`src/rtl/systolic_weight_loader.sv`:
```
// Streams filter weights and biases into the systolic array's shared coefficient
// buses, raising one one-hot write enable per accepted word.
module systolic_weight_loader #(
    parameter int CHANNEL  = 1,
    parameter int FILTERS  = 4,
    parameter int F_WIDTH  = 2,
    parameter int F_D_SIZE = 4,
    parameter int B_D_SIZE = 24
) (
    input  logic                                                 clk,
    input  logic                                                 rst_n,
    input  logic                                                 clk_en,
    input  logic                                                 start,
    input  logic                                                 abort,
    input  logic                                                 coef_valid,
    output logic                                                 coef_ready,
    input  logic [B_D_SIZE-1:0]                                  coef_data,
    output logic [F_D_SIZE-1:0]                                  filter_o,
    output logic [CHANNEL*F_WIDTH*F_WIDTH-1:0][FILTERS-1:0]      filter_we,
    output logic [B_D_SIZE-1:0]                                  bias_o,
    output logic [FILTERS-1:0]                                   bias_we,
    output logic                                                 busy,
    output logic                                                 done,
    output logic                                                 loaded
);

    localparam int HEIGHT = CHANNEL * F_WIDTH * F_WIDTH;
    localparam int HW     = (HEIGHT  > 1) ? $clog2(HEIGHT)  : 1;
    localparam int FW     = (FILTERS > 1) ? $clog2(FILTERS) : 1;
    localparam logic [HW-1:0] J_LAST = HW'(HEIGHT - 1);
    localparam logic [FW-1:0] F_LAST = FW'(FILTERS - 1);

    typedef enum logic [1:0] {
        S_IDLE,
        S_LOAD_W,
        S_LOAD_B,
        S_FLUSH
    } state_t;

    state_t                             r_state;
    logic [FW-1:0]                      r_f;
    logic [HW-1:0]                      r_j;
    logic [F_D_SIZE-1:0]                r_filter_o;
    logic [HEIGHT-1:0][FILTERS-1:0]     r_filter_we;
    logic [B_D_SIZE-1:0]                r_bias_o;
    logic [FILTERS-1:0]                 r_bias_we;
    logic                               r_busy;
    logic                               r_done;
    logic                               r_loaded;

    state_t                             w_state_next;
    logic [FW-1:0]                      w_f_next;
    logic [HW-1:0]                      w_j_next;
    logic                               w_busy_next;
    logic                               w_done_next;
    logic                               w_loaded_next;
    logic                               w_wr_w;
    logic                               w_wr_b;
    logic [HEIGHT-1:0][FILTERS-1:0]     w_filter_we_next;
    logic [FILTERS-1:0]                 w_bias_we_next;

    always_ff @(posedge clk or negedge rst_n) begin
        if (!rst_n) begin
            r_state <= S_IDLE;
        end else if (clk_en) begin
            r_state <= w_state_next;
        end
    end

    // Everything below is evaluated every cycle but only committed on enabled edges,
    // so a transfer implicitly requires clk_en as well as valid and ready.
    always_comb begin
        w_state_next  = r_state;
        w_f_next      = r_f;
        w_j_next      = r_j;
        w_busy_next   = r_busy;
        w_done_next   = 1'b0;
        w_loaded_next = r_loaded;
        w_wr_w        = 1'b0;
        w_wr_b        = 1'b0;
        case (r_state)
            S_IDLE: begin
                if (start) begin
                    w_state_next  = S_LOAD_W;
                    w_f_next      = '0;
                    w_j_next      = '0;
                    w_busy_next   = 1'b1;
                    w_loaded_next = 1'b0;
                end
            end
            S_LOAD_W: begin
                if (abort) begin
                    w_state_next = S_IDLE;
                    w_f_next     = '0;
                    w_j_next     = '0;
                    w_busy_next  = 1'b0;
                end else if (coef_valid) begin
                    w_wr_w = 1'b1;
                    if (r_j == J_LAST) begin
                        w_state_next = S_LOAD_B;
                    end else begin
                        w_j_next = r_j + 1'b1;
                    end
                end
            end
            S_LOAD_B: begin
                if (abort) begin
                    w_state_next = S_IDLE;
                    w_f_next     = '0;
                    w_j_next     = '0;
                    w_busy_next  = 1'b0;
                end else if (coef_valid) begin
                    w_wr_b = 1'b1;
                    if (r_f == F_LAST) begin
                        w_state_next = S_FLUSH;
                    end else begin
                        w_f_next     = r_f + 1'b1;
                        w_j_next     = '0;
                        w_state_next = S_LOAD_W;
                    end
                end
            end
            S_FLUSH: begin
                w_state_next = S_IDLE;
                w_f_next     = '0;
                w_j_next     = '0;
                w_busy_next  = 1'b0;
                // An abort here still cancels: the last bias is out but never confirmed.
                if (!abort) begin
                    w_done_next   = 1'b1;
                    w_loaded_next = 1'b1;
                end
            end
            default: begin
                w_state_next = S_IDLE;
            end
        endcase
    end

    // One decoder cell per array coefficient; at most one matches the live counters.
    for (genvar gi = 0; gi < HEIGHT; gi++) begin : g_row
        for (genvar gj = 0; gj < FILTERS; gj++) begin : g_col
            assign w_filter_we_next[gi][gj] = w_wr_w && (r_j == HW'(gi)) && (r_f == FW'(gj));
        end
    end

    for (genvar gi = 0; gi < FILTERS; gi++) begin : g_bias
        assign w_bias_we_next[gi] = w_wr_b && (r_f == FW'(gi));
    end

    always_ff @(posedge clk or negedge rst_n) begin
        if (!rst_n) begin
            r_f         <= '0;
            r_j         <= '0;
            r_filter_o  <= '0;
            r_filter_we <= '0;
            r_bias_o    <= '0;
            r_bias_we   <= '0;
            r_busy      <= 1'b0;
            r_done      <= 1'b0;
            r_loaded    <= 1'b0;
        end else if (clk_en) begin
            r_f         <= w_f_next;
            r_j         <= w_j_next;
            r_filter_we <= w_filter_we_next;
            r_bias_we   <= w_bias_we_next;
            r_busy      <= w_busy_next;
            r_done      <= w_done_next;
            r_loaded    <= w_loaded_next;
            if (w_wr_w) begin
                r_filter_o <= coef_data[F_D_SIZE-1:0];
            end
            if (w_wr_b) begin
                r_bias_o <= coef_data;
            end
        end
    end

    assign coef_ready = (r_state == S_LOAD_W) || (r_state == S_LOAD_B);
    assign filter_o   = r_filter_o;
    assign filter_we  = r_filter_we;
    assign bias_o     = r_bias_o;
    assign bias_we    = r_bias_we;
    assign busy       = r_busy;
    assign done       = r_done;
    assign loaded     = r_loaded;

endmodule

```
`config.mk`:
```
export PLATFORM = sky130hd
export DESIGN_NAME = systolic_weight_loader
export DESIGN_NICKNAME = d
export VERILOG_FILES = /design/src/rtl/systolic_weight_loader.sv
export SDC_FILE = /design/constraint.sdc
export NUM_CORES = 1
export LEC_CHECK = 0
export ABC_AREA = 1
export CORE_UTILIZATION = 45
export CTS_BUF_LIST = sky130_fd_sc_hd__clkbuf_8
export CTS_CLUSTER_DIAMETER = 50
export CTS_CLUSTER_SIZE = 10
export DETAILED_ROUTE_END_ITERATION = 7
export HOLD_SLACK_MARGIN = 0.12
export PLACE_DENSITY = 0.8
export SLEW_MARGIN = 30
export SYNTH_ARGS = -nofsm -noshare
export SYNTH_HDL_FRONTEND = slang
export SYNTH_SLANG_ARGS = --single-unit
```
`constraint.sdc`:
```
create_clock -name clk -period 4.7 [get_ports clk]
set_clock_uncertainty 0.1 [all_clocks]
set_input_delay 0.94 -clock clk [delete_from_list [all_inputs] [get_ports clk]]
set_output_delay 0.94 -clock clk [all_outputs]
set_load 0.02 [all_outputs]
```
# Word level (Yosys, flattened, before mapping)
# Cells that the tools add are included.
# word_totals
inputBits	30
out_inout_bits	52
ff_bits	57
# classes
mux	33
n_eq_ne	18
n_reduce_logical	37
n_addsub	2
# op_table
cell	count
2-bit two-way mux	18
1-bit logical AND	24
2-bit one-hot mux with 4 select lines	3
3-bit != test, second input constant	5
2-bit == test, second input constant	6
1-bit two-way mux	10
5-bit AND reduction	2
2-bit by 1-bit == test with 1-bit output, second input constant	3
2-bit zero test	3
2-bit != test, second input constant	3
6-bit AND reduction	1
2-bit by 1-bit adder with 2-bit output, second input constant	2
2-bit AND reduction	2
4-bit AND reduction	1
1-bit one-hot mux with 3 select lines	1
3-bit AND reduction	1
2-bit by 1-bit != test with 1-bit output, second input constant	1
1-bit one-hot mux with 2 select lines	1
2-bit nonzero test	1
2-bit OR reduction	1
1-bit logical OR	1

# Logic depth before layout (Yosys ltp)
# logic_depth
ltp_word	5
ltp_mapped	8
ltp_nobuf	8

# Worst setup path before layout
# Ideal clock, no wire load.
# synth_path
path_kind	register -> output
startpoint	register r_state[0]
endpoint	output port coef_ready
path_slack_ns	2.787
required_ns	3.660
t_arrival_ns	0.873
stages_incl_launch_ff	3
path_buffers	0
path_cell_list	dfrtp_1 > inv_1 > ha_1
# synth_between
elab_chain_len	2
elab_cells_between_ends	3
classes_between	2 x eq/ne; 1 x reduce/logical
# synth_lines
element	line	source
from (decl)	40	state_t r_state;
from (signal assigned)	66	r_state <= w_state_next;
2-bit by 1-bit == test with 1-bit output / 2-bit == test (equally long branches)	179	assign coef_ready = (r_state == S_LOAD_W) || (r_state == S_LOAD_B);
1-bit logical OR (*)	179	
to (decl)	16	output logic coef_ready,
# Mark *: on every way between the ends. The rest lies on a longest branch, timed or not.

# Worst setup path in the final report
# Ends and elaborated chain as after synthesis.

==> impl_results.rst <==
.. list-table::
   :header-rows: 1

   * - Metric
     - Value
   * - Number of endpoints with negative hold slack in the final report
     - 0
   * - Maximum clock frequency
     - between 300 and 400 MHz
   * - Fill count
     - between 400 and 500
   * - Crit. End Element
     - output pin
   * - Per-cell via count in the routed design
     - just under 5
   * - Worst hold-check path type
     - reg2reg
   * - Setup Crit Path Kind
     - reg2out
   * - Count of nets left with antenna violations after detail routing
     - 0
   * - Length of the first detailed-routing pass in iterations
     - 4
   * - Area share of the largest cell type after synthesis
     - 0.553
   * - Via count
     - between 2000 and 2500
   * - Number of buffers inserted during clock tree synthesis
     - 9
   * - Total routed wirelength
     - 5930 µm
   * - CP bufs+invs
     - 2
   * - Post-synth ARST share
     - 1.00
   * - CTS hold repair buffers
     - 0
   * - Slew @ Worst Pin
     - roughly 700 ps
   * - Total number of yosys warnings
     - 0
   * - Combined flip-flop and latch cell area
     - approximately 1400 µm²
   * - Multiplexer share of the synthesized area
     - 0
   * - Switching part of the total power
     - 0.339
   * - Pwr Density
     - roughly 540 nW/µm²
   * - H-tree depth
     - 3
   * - Via count of the first global-routing pass
     - a little over 2000
   * - Final #Nets
     - about 420
   * - Sequential cell fraction of total power
     - 0.350
   * - Maximum fanout encountered on the critical timing path
     - 5
   * - Area growth syn-to-layout
     - 42.9%
   * - Post-layout minimum cycle time
     - approximately 2900 ps
   * - Net Sw Power
     - around 0.67 mW
   * - Critical Path Slowest Stage Cell
     - clkdlybuf4s50_1
   * - Count of cell types in the netlist
     - 24
   * - Fraction of synthesized cell area in xor and xnor cells
     - 0
   * - Initial core utilization
     - 0.469
   * - Net count after synthesis
     - around 330
   * - Placed wire-length estimate
     - 3960 µm
   * - Worst voltage drop across the vdd grid
     - between 200 and 300 µV
   * - Combined area of the multi-input logic cells
     - 947 µm²
   * - Final Cycle Share
     - 0.613
   * - Number of cells upsized or downsized after cts
     - 0
   * - Maximum clock path buffer count
     - 2
   * - Worst path cell trace
     - inv_1 -> ha_1 -> clkdlybuf4s50_1
   * - TritonCTS clock tree
     - built
   * - # Max-Cap Violations
     - 0
   * - Required time of the worst setup path
     - 3660 ps
   * - Cell type contributing the most total cell area after synthesis
     - dfrtp_1
   * - Chip height
     - 77.7 µm
   * - Cell count after synthesis
     - 287
   * - Top flip-flop cell by instance count after synthesis
     - dfrtp_1
   * - Floorplan die area
     - slightly above 6000 µm²
   * - Root buffer cell
     - clkbuf_8
   * - Buffers on Ports
     - between 80 and 90
   * - Fraction of the mapped netlist area in adder cells
     - 0.0727
   * - Final routed wire length divided by cell count
     - between 10 and 15 µm
   * - Signal arrival time at the worst endpoint
     - about 1800 ps
   * - Setup Fix Bufs, Post-CTS
     - 0
   * - Total Negative Setup Slacks
     - 0 ps
   * - Sum of overflow across all layers after global routing
     - 0
   * - Static leakage
     - about 1.8 nW
   * - Maximum number of pins on one net before global-route repair
     - 58
   * - Global-route usage over all layers
     - 0.212
   * - Slew headroom
     - 0.536
   * - CP delay by family, top
     - buffers and inverters
   * - Iter 0 DRT Violations
     - about 130
   * - Post-CTS clock slew at the launch and capture registers of the worst setup and hold paths
     - 70 ps
   * - Commonest cells in the synthesized netlist
     - nand2_1 (90), dfrtp_1 (57), inv_1 (39), o21ai_0 (39), ha_1 (15)
   * - Part of the total power dissipated in combinational logic
     - 0.354
   * - RD Place Congestion
     - around 0.90
   * - Number of slew-limit violations in the final report
     - 0
   * - Most area-consuming cells after synthesis
     - dfrtp_1 (55%), nand2_1 (13%), o21ai_0 (7.6%), ha_1 (7.3%), inv_1 (5.7%)
   * - Post-synthesis compound-gate area fraction
     - 0.109
   * - Syn Std Cell Area
     - between 2000 and 3000 µm²
   * - Largest family of logic cells by synthesized area
     - simple AND/OR/NAND/NOR gates
   * - Most frequently used cell type in the post-synthesis netlist
     - nand2_1
   * - # setup viols final
     - 0
   * - Layout cells sized above 1
     - 0.0690
   * - Total internal power
     - between 1 and 1.5 mW
   * - I/O pins
     - just over 80
   * - Wire length of the first global-routing pass
     - between 9000 and 10000 µm
   * - CTS sink count
     - 57
   * - ANT cells
     - 0
   * - R2R setup slack
     - roughly 2700 ps
   * - Overall die width
     - a little under 80 µm
   * - Sort of element at the start of the critical path
     - flip-flop
   * - Number of antenna violations at the first check in global routing
     - 0
   * - Count of flip-flops with a built-in enable after synthesis
     - 0
   * - Number of remaining DRC errors
     - 0
   * - Per-instance average area after synthesis
     - 8.99 µm²
   * - Run status
     - completed
   * - Number of placement rows
     - 27
   * - Simple logic cell fraction of the synthesized area
     - 0.185
   * - Clock Latency Late Sink
     - about 340 ps
   * - Stage delay of the slowest cell on the critical path
     - between 600 and 700 ps
   * - Total of flip-flops plus latches after synthesis
     - between 50 and 60
   * - Setup repair after global routing missed its margin
     - no
   * - Core region area
     - 5510 µm²
   * - Fraction of the yosys area taken by sequential cells
     - 0.553
   * - Clock power frac
     - 0.296
   * - Util after Layout
     - 0.670
-- final timing paths --
check | startpoint | endpoint | depth (start not counted)
setup / recovery | r_state[0] | coef_ready | 3
hold / removal | busy | busy | 2
min in group asynchronous | rst_n | bias_o[22] | 2
setup reg to reg | r_state[0] | bias_o[13] | 4
hold reg to reg | busy | busy | 2
max in group asynchronous | rst_n | r_j[1] | 2
-- per-stage QoR --
stage	hold WS [ps]	instances	power [mW]	area (µm²)	worst slack, ps
5_1_grt	411	449	2.08	3690	1760
3_5_place_dp	364	433	1.40	3430	1850
6_report	376	449	1.98	3690	1820
4_1_cts	383	449	1.99	3690	1800
2_1_floorplan	391	287	1.07	2580	2790
3_3_place_gp	366	433	1.38	3430	1970
-- cell families (layout without fill, tap and decap cells) --
kind of cell	Yosys count	count (layout)
adders and majority gates	15	15
buffers and inverters	49	139
AOI/OAI and AO/OA	54	54
and+or+nand+nor	112	112
DFF	57	57
-- tightest hold or removal path: cells and delay by family (launching register included) --
family,cells,cell delay [ps]
flip-flops,1,340
AND/OR/NAND/NOR,2,100
-- area by class of cell --
class / instances / area share
clock buffers: 11 / 0.0411
clock inverters: 5 / 0.0278
inverters: 41 / 0.0424
multi-input cells: 181 / 0.257
flip-flops and latches: 57 / 0.387
well taps: 72 / 0.0244
repair buffers: 82 / 0.221
-- layout by cell type, fill, tap and decap left out, types with 3 or more instances in the layout --
cell | synthesis | layout
nand3_1 | 5 | 5
nor2_1 | 6 | 6
clkbuf_8 | 0 | 11
dfrtp_1 | 57 | 57
o21ai_0 | 39 | 39
ha_1 | 15 | 15
o21ai_1 | 13 | 13
inv_1 | 39 | 40
clkdlybuf4s50_1 | 0 | 80
nand2_1 | 90 | 90
nand4_1 | 4 | 4
bufinv_16 | 0 | 3
-- power by group through the flow --
stage	clock network, mW	registers, mW	logic, mW
6_report	0.586	0.693	0.700
3_5_place_dp	0	0.698	0.699
5_1_grt	0.609	0.710	0.765
4_1_cts	0.587	0.693	0.706
3_3_place_gp	0	0.694	0.682
2_1_floorplan	0	0.821	0.249
-- flip-flops by register name, indices dropped and copies added, names as in the netlist, 2 cells and up --
| register | count |
|---|---|
| r_state | 2 |
| filter_o | 4 |
| r_f | 2 |
| r_j | 2 |
| bias_we | 4 |
| bias_o | 24 |
| filter_we | 16 |
-- metal layers --
metal,GRT usage,up-vias,part of all wire
met4,0.0962,0,0.019
met2,0.347,65,0.50
li1,-,1069,-
met5,0,-,0
met1,0.263,1023,0.43
met3,0.0541,11,0.046
(Power assumes the default switching activity.)
